## config.mk

```make
export PLATFORM = sky130hd
export DESIGN_NAME = uart_cmd_loader
export DESIGN_NICKNAME = d
export VERILOG_FILES = /design/src/rtl/uart_cmd_loader.sv
export SDC_FILE = /design/constraint.sdc
export NUM_CORES = 1
export LEC_CHECK = 0
export CORE_MARGIN = 5
export CORE_UTILIZATION = 53
export DETAILED_ROUTE_END_ITERATION = 7
export PLACE_DENSITY = 0.86
export SLEW_MARGIN = 20
export SYNTH_ARGS = -nofsm -noshare
export SYNTH_HDL_FRONTEND = slang
export SYNTH_SLANG_ARGS = --single-unit
```

## constraint.sdc

```tcl
create_clock -name clk -period 2.3 [get_ports clk]
set_input_delay 0.23 -clock clk [delete_from_list [all_inputs] [get_ports clk]]
set_output_delay 0.23 -clock clk [all_outputs]
set_load 0.05 [all_outputs]
```

## src/rtl/uart_cmd_loader.sv

```systemverilog
// Command sequencer between the UART byte stream and the core: decodes
// single-byte commands and assembles LOAD payloads into imem word writes.
module uart_cmd_loader #(
  parameter int unsigned ADDR_W         = 10,
  parameter int unsigned WORD_W         = 32,
  parameter int unsigned TIMEOUT_CYCLES = 300000
) (
  input  logic              clk,
  input  logic              reset,
  input  logic [7:0]        rx_data,
  input  logic              rx_valid,
  output logic              imem_we,
  output logic [ADDR_W-1:0] imem_addr,
  output logic [WORD_W-1:0] imem_wdata,
  output logic              cpu_run,
  output logic              cpu_step,
  output logic              cpu_rst,
  output logic              busy,
  output logic              err,
  output logic [1:0]        state_dbg
);

  localparam int unsigned TMO_W = (TIMEOUT_CYCLES > 2) ? $clog2(TIMEOUT_CYCLES) : 1;
  localparam logic [TMO_W-1:0] TMO_LAST = TMO_W'(TIMEOUT_CYCLES - 1);

  localparam logic [7:0] CMD_LOAD = 8'h01;
  localparam logic [7:0] CMD_RUN  = 8'h02;
  localparam logic [7:0] CMD_STEP = 8'h03;
  localparam logic [7:0] CMD_RST  = 8'h04;
  localparam logic [7:0] CMD_HALT = 8'h05;

  typedef enum logic [1:0] {
    IDLE  = 2'd0,
    LEN   = 2'd1,
    DATA  = 2'd2,
    WRITE = 2'd3
  } state_t;

  state_t              state,     state_nxt;
  logic [7:0]          word_cnt,  word_cnt_nxt;
  logic [ADDR_W-1:0]   addr,      addr_nxt;
  logic [1:0]          byte_idx,  byte_idx_nxt;
  logic [WORD_W-1:0]   asm_word,  asm_word_nxt;
  logic [TMO_W-1:0]    tmo_cnt,   tmo_cnt_nxt;
  logic                run_q,     run_nxt;
  logic                step_q,    step_nxt;
  logic                rst_q,     rst_nxt;
  logic                err_q,     err_nxt;
  logic                in_load;
  logic                timeout;

  always_ff @(posedge clk) begin
    if (reset) begin
      state    <= IDLE;
      word_cnt <= '0;
      addr     <= '0;
      byte_idx <= '0;
      asm_word <= '0;
      tmo_cnt  <= '0;
      run_q    <= 1'b0;
      step_q   <= 1'b0;
      rst_q    <= 1'b0;
      err_q    <= 1'b0;
    end else begin
      state    <= state_nxt;
      word_cnt <= word_cnt_nxt;
      addr     <= addr_nxt;
      byte_idx <= byte_idx_nxt;
      asm_word <= asm_word_nxt;
      tmo_cnt  <= tmo_cnt_nxt;
      run_q    <= run_nxt;
      step_q   <= step_nxt;
      rst_q    <= rst_nxt;
      err_q    <= err_nxt;
    end
  end

  // Idle counter only runs while waiting for payload bytes; WRITE and IDLE hold it at zero.
  assign in_load = (state == LEN) || (state == DATA);
  assign timeout = in_load && !rx_valid && (tmo_cnt == TMO_LAST);

  always_comb begin
    state_nxt    = state;
    word_cnt_nxt = word_cnt;
    addr_nxt     = addr;
    byte_idx_nxt = byte_idx;
    asm_word_nxt = asm_word;
    tmo_cnt_nxt  = '0;
    run_nxt      = run_q;
    step_nxt     = 1'b0;
    rst_nxt      = 1'b0;
    err_nxt      = err_q;

    if (in_load && !rx_valid && !timeout) begin
      tmo_cnt_nxt = tmo_cnt + TMO_W'(1);
    end

    unique case (state)
      IDLE: begin
        if (rx_valid) begin
          err_nxt = 1'b0;
          case (rx_data)
            CMD_LOAD: begin
              run_nxt   = 1'b0;
              state_nxt = LEN;
            end
            CMD_RUN:  run_nxt  = 1'b1;
            CMD_STEP: step_nxt = !run_q;
            CMD_RST: begin
              run_nxt = 1'b0;
              rst_nxt = 1'b1;
            end
            CMD_HALT: run_nxt = 1'b0;
            default:  err_nxt = 1'b1;
          endcase
        end
      end

      LEN: begin
        if (timeout) begin
          state_nxt = IDLE;
          err_nxt   = 1'b1;
        end else if (rx_valid) begin
          if (rx_data == 8'h00) begin
            state_nxt = IDLE;
          end else begin
            word_cnt_nxt = rx_data;
            addr_nxt     = '0;
            byte_idx_nxt = '0;
            state_nxt    = DATA;
          end
        end
      end

      DATA: begin
        if (timeout) begin
          state_nxt = IDLE;
          err_nxt   = 1'b1;
        end else if (rx_valid) begin
          asm_word_nxt[{byte_idx, 3'b000} +: 8] = rx_data;
          byte_idx_nxt = byte_idx + 2'd1;
          if (byte_idx == 2'd3) begin
            state_nxt = WRITE;
          end
        end
      end

      WRITE: begin
        if (rx_valid) begin
          err_nxt = 1'b1;
        end
        addr_nxt     = addr + ADDR_W'(1);
        word_cnt_nxt = word_cnt - 8'd1;
        byte_idx_nxt = '0;
        state_nxt    = (word_cnt == 8'd1) ? IDLE : DATA;
      end

      default: state_nxt = IDLE;
    endcase
  end

  always_comb begin
    imem_we    = (state == WRITE);
    imem_addr  = addr;
    imem_wdata = asm_word;
    busy       = (state != IDLE);
    state_dbg  = state;
    cpu_run    = run_q;
    cpu_step   = step_q;
    cpu_rst    = rst_q;
    err        = err_q;
  end

endmodule

```

---- Word-level counts from Yosys, hierarchy flattened ----
Index checks and enable logic that the tools add are counted.
storage, ports and cells
  register bits after elaboration ......... 77
  output and inout bits ................... 50
operators by class
  add/subtract/negate cells ............... 5
  equality and inequality tests ........... 23
  shifts and indexed selects .............. 2
  muxes and demuxes ....................... 32
  bitwise gates (word level) .............. 5
  reduce and logical (&&, ||, !) cells .... 25
operator list
  operator                count
  $bwmux 32               1
  $shift 8x7->32 const A  1
  $shiftx 8x7->32         1
  $mux 10                 3
  $mux 2                  14
  $mux 8                  3
  $pmux 10 s2             1
  $add 19x1->19 const B   1
  $eq 19x19->1 const B    1
  $eq 8x1->1 const B      2
  $eq 8x2->1 const B      2
  $eq 8x3->1 const B      2
  $pmux 8 s2              1
  $ne 2x2->1 const B      7
  $add 10x1->10 const B   1
  $reduce_and 3->1        3
  $logic_not 8->1         1
  $pmux 2 s4              1
  $sub 8x1->8 const B     1
  $neg 5->7               1
  $eq 2x2->1 const B      3
  $ne 3x3->1 const B      2
  $pmux 2 s3              1
  $reduce_and 6->1        1
  20 further kinds        37

---- Longest topological paths before layout ----
  word-level depth ........................ 8
  depth in mapped cells ................... 9
  mapped depth without buffers ............ 7

---- Worst setup path before layout ----
Ideal clock, no wire load.
  kind .................................... register to register
  from .................................... register state[1], in the netlist state_dbg[1]
  to ...................................... register addr[0], in the netlist imem_addr[0]
  data arrival time ....................... 2.485 ns
  required time ........................... 2.174 ns
  path slack .............................. -0.311 ns
  stages on the path, launching flop included .. 9
  period minus slack after synthesis ...... 2.611 ns
  cells stage by stage .................... dfxtp_1 > ha_1 > inv_1 > nor2_1 > or2_1 > clkbuf_1 > buf_2 > xnor2_1 > nor2_1
between the ends
  elaborated cells on any way between the ends .. 12
  those cells by class .................... eq/ne: 6; mux: 1; reduce/logical: 5
RTL lines
  element                             RTL line  text
  start, declared                     39        state_t state, state_nxt;
  start signal, assigned              65        state <= state_nxt;
  $eq 2x2->1 *                        n/a
  net imem_we                         12        output logic imem_we,
  $reduce_bool 2->1 (no source line)  n/a
  $reduce_and 4->1 (no source line)   n/a
  end signal, assigned                67        addr <= addr_nxt;
  end, declared                       41        logic [ADDR_W-1:0] addr, addr_nxt;
The timed path passes the listed nets; every way through them passes the cells marked *.
A chain may end at the register's enable or synchronous reset.

---- Worst setup path after layout ----
  from .................................... register state[1], in the netlist state_dbg[1]
  to ...................................... output imem_we
between the ends
  cells in the longest elaborated chain, start to end .. 1
RTL lines
  element        RTL line  text
  $eq 2x2->1     163       imem_we = (state == WRITE);
  end, declared  12
No other way between the ends.

==> results.py <==
metrics = {
    "run_status": {
        "outcome": "finished, final reports clean",
    },
    "routing": {
        "drt_first_iter_violations": 235,
        "via_count": 3326,
        "drc": 0,
        "drt-total-wl_um": 9040,
        "antenna_left": 0,
        "first_pass_iters": 5,
        "viasPerCell": 5.87,
        "avgRoutedWirePerCell_um": 15.9,
    },
    "yosys": {
        "ys_top_cells_by_count": "nor2_1 (80), dfxtp_1 (77), a22oi_1 (32), nand2_1 (21), inv_1 (18)",
        "synth_area_um2": 3540,
        "synth-xor-area-share": 0.0618,
        "yosysTopAreaCellShare": 0.435,
        "synth-seq-cells": 77,
        "synth.area.top_cells": "dfxtp_1 (43%), nor2_1 (8.5%), a22oi_1 (6.8%)",
        "synth_mux_area_frac": 0.00318,
        "ys.flop_type": "dfxtp_1",
        "syn_nets": 429,
        "syn-instance-count": 403,
        "synth_top_family_by_area": "simple AND/OR/NAND/NOR gates",
        "synth-compound-area-share": 0.173,
        "postSynth.asyncResetShare": 0,
        "synth_fa_ha_area_frac": 0.0529,
        "yosysUniqueCellTypes": 53,
        "yosysSeqAreaShare": 0.435,
        "yosysMostFrequentCell": "nor2_1",
        "synth_edf_count": 0,
        "yosys.area_share.simple": 0.232,
        "synth_largest_area_cell": "dfxtp_1",
        "avgSynthCellArea_um2": 8.80,
        "yosys_warnings": 0,
    },
    "power": {
        "vdd_drop_max_v": 0.000616,
        "power_density_nw_per_um2": 579,
        "power.leakage_nw": 1.66,
    },
    "cts": {
        "post-cts-setup-buffer-count": 0,
        "cts_buffers": 9,
        "clock_sinks": 77,
        "clock_path_buffers": 2,
        "path_clk_slew_ns": 0.08,
        "cts_root_buf": "clkbuf_8",
        "insertion_delay_ns": 0.36,
        "htreeDepth": 3,
        "tritoncts": "built",
    },
    "floorplan": {
        "die_h_um": 91.8,
        "die_area_um2": 8420,
        "core_um2": 6420,
        "start_util": 0.552,
        "io_pins": 61,
        "die_w_um": 91.8,
        "rows": 29,
    },
    "critical_path": {
        "rrSetupSlack_ns": 0.25,
        "r2r-start": "state_dbg[0]",
        "crit_fanout": 15,
        "worstSetupStartpointType": "register",
        "worstPathRequired_ns": 2.07,
        "reg2regPathDepth": 7,
        "r2r_end": "byte_idx[0]",
        "crit_arrival_ns": 1.90,
        "end_kind": "output pin",
        "crit_type": "register to output pin",
    },
    "finish": {
        "finalNetCount": 511,
        "area_delta_synth_final_pct": 31.1,
        "antenna_cells": 0,
        "drive_above_1_share": 0.122,
    },
    "sta": {
        "max_freq_mhz": 469,
        "finalSetupViolCount": 0,
        "rsz0062_at_grt": "no",
        "min_period_ns": 2.13,
        "period_share": 0.928,
        "slew-limit-headroom": 0.611,
        "hold_viol": 0,
        "hold_ws_ns": 0.491,
        "finClkSkew_ns": 0.00964,
        "final.setup.worst_slack_ns": 0.167,
        "tightestPinTransition_ns": 0.578,
        "final_max_slew_viol_count": 0,
    },
    "placed_design": {
        "preCtsSetupSlack_ns": -0.152,
        "dp_hpwl_um": 6260,
        "portBuffers": 60,
        "gp_congestion": 0.821,
    },
    "hold_path": {
        "min_from": "tmo_cnt[0]",
        "hold_class": "register to register",
        "hold-path-endpoint": "tmo_cnt[0]",
        "hold_depth": 1,
    },
    "grt": {
        "grt_max_degree": 25,
        "grt_first_pass_wirelength_um": 15100,
        "grt_pass1_vias": 3237,
        "grt-ovfl-total": 0,
        "antenna_found_initial": 0,
        "grt_usage": 0.219,
    },
    "run": {
        "maxCapViolCount": 0,
    },
}
[cells in the final DEF (no fill, tap or decap), types with 5 or more instances in the layout]
cell type | Yosys | routed
a211oi_1 | 5 | 5
a21oi_1 | 16 | 16
a22oi_1 | 32 | 32
buf_4 | 0 | 31
clkbuf_8 | 0 | 9
clkdlybuf4s50_1 | 0 | 59
dfxtp_1 | 77 | 77
ha_1 | 15 | 14
inv_1 | 18 | 18
nand2_1 | 21 | 21
nand3_1 | 15 | 15
nand4_1 | 6 | 6
nor2_1 | 80 | 80
nor3_1 | 7 | 7
nor4_1 | 6 | 6
nor4b_2 | 5 | 5
o21ai_0 | 7 | 7
xnor2_1 | 8 | 8
xor2_1 | 17 | 17
[worst max path at each step]
stage | startpoint | endpoint | slack, ns | cells past startpoint
final | state_dbg[1] | imem_we | 0.17 | 2
after global routing | state_dbg[1] | word_cnt[0] | 0.03 | 8
after detailed placement | rx_data[4] | word_cnt[0] | -0.15 | 8
after floorplan | state_dbg[0] | imem_addr[0] | 0.02 | 8
after global placement | rx_data[4] | word_cnt[0] | -0.06 | 8
after CTS | state_dbg[1] | word_cnt[0] | 0.03 | 8
[logic make-up (layout without fill, tap and decap cells)]
family          Yosys count  in the layout
simple gates            161            161
xor+xnor                 25             25
compound gates           87             87
fa+ha+maj                15             15
mux                       1              1
buf+inv                  37            124
flops                    77             77
[per-layer routing]
layer / share of wire / global-route usage / vias to the layer above
met3: 0.061 / 0.0442 / 22
met4: 0.030 / 0.106 / 0
met2: 0.48 / 0.356 / 133
li1: - / - / 1610
met1: 0.43 / 0.278 / 1561
met5: 0 / 0 / -
[state kept, by name, indices dropped and copies added, names as in the netlist]
signal	cells
imem_wdata	32
tmo_cnt	19
imem_addr	10
word_cnt	8
byte_idx	2
state_dbg	2
cpu_rst	1
cpu_run	1
cpu_step	1
err	1
[area by class of cell]
class / count / area [µm²]
clock buffer: 9 / 124
clock inverter: 7 / 123
fill: 448 / 1780
inverter: 18 / 67.6
multi-input combinational: 289 / 1870
sequential: 77 / 1540
tap: 77 / 96.3
timing repair buffer: 90 / 823
[where the power goes]
| part | switching (mW) | internal, mW | leakage, nW |
|---|---|---|---|
| clock network | 0.521 | 0.726 | 0.116 |
| logic | 0.0651 | 0.0444 | 0.925 |
| registers | 0.00149 | 1.33 | 0.620 |
| total | 0.587 | 2.10 | 1.66 |
[worst max-delay path, stage by stage, from the launching register on]
cell and delay (ns):
dfxtp_1 0.44, ha_4 0.27, clkdlybuf4s50_1 0.83
[stage by stage]
| stage | power [mW] | instances | TNS (ns) | util | cell area (µm²) |
|---|---|---|---|---|---|
| floorplan | 1.41 | 403 | 0 | - | 3560 |
| global placement | 1.47 | 551 | -0.0565 | 0.685 | 4400 |
| detailed placement | 1.47 | 551 | -0.226 | 0.685 | 4400 |
| CTS | 2.71 | 567 | 0 | 0.723 | 4640 |
| global route | 2.78 | 567 | 0 | 0.723 | 4650 |
| finish | 2.69 | 567 | 0 | 0.723 | 4650 |
[repair_timing]
action                                  4_1_cts  5_1_grt
hold buffers                                  0        0
hold endpoints to repair                      0        0
gates resized for setup                       0        2
endpoints found under the setup margin        0        7
Note: power is estimated with default switching activity, not from simulation.
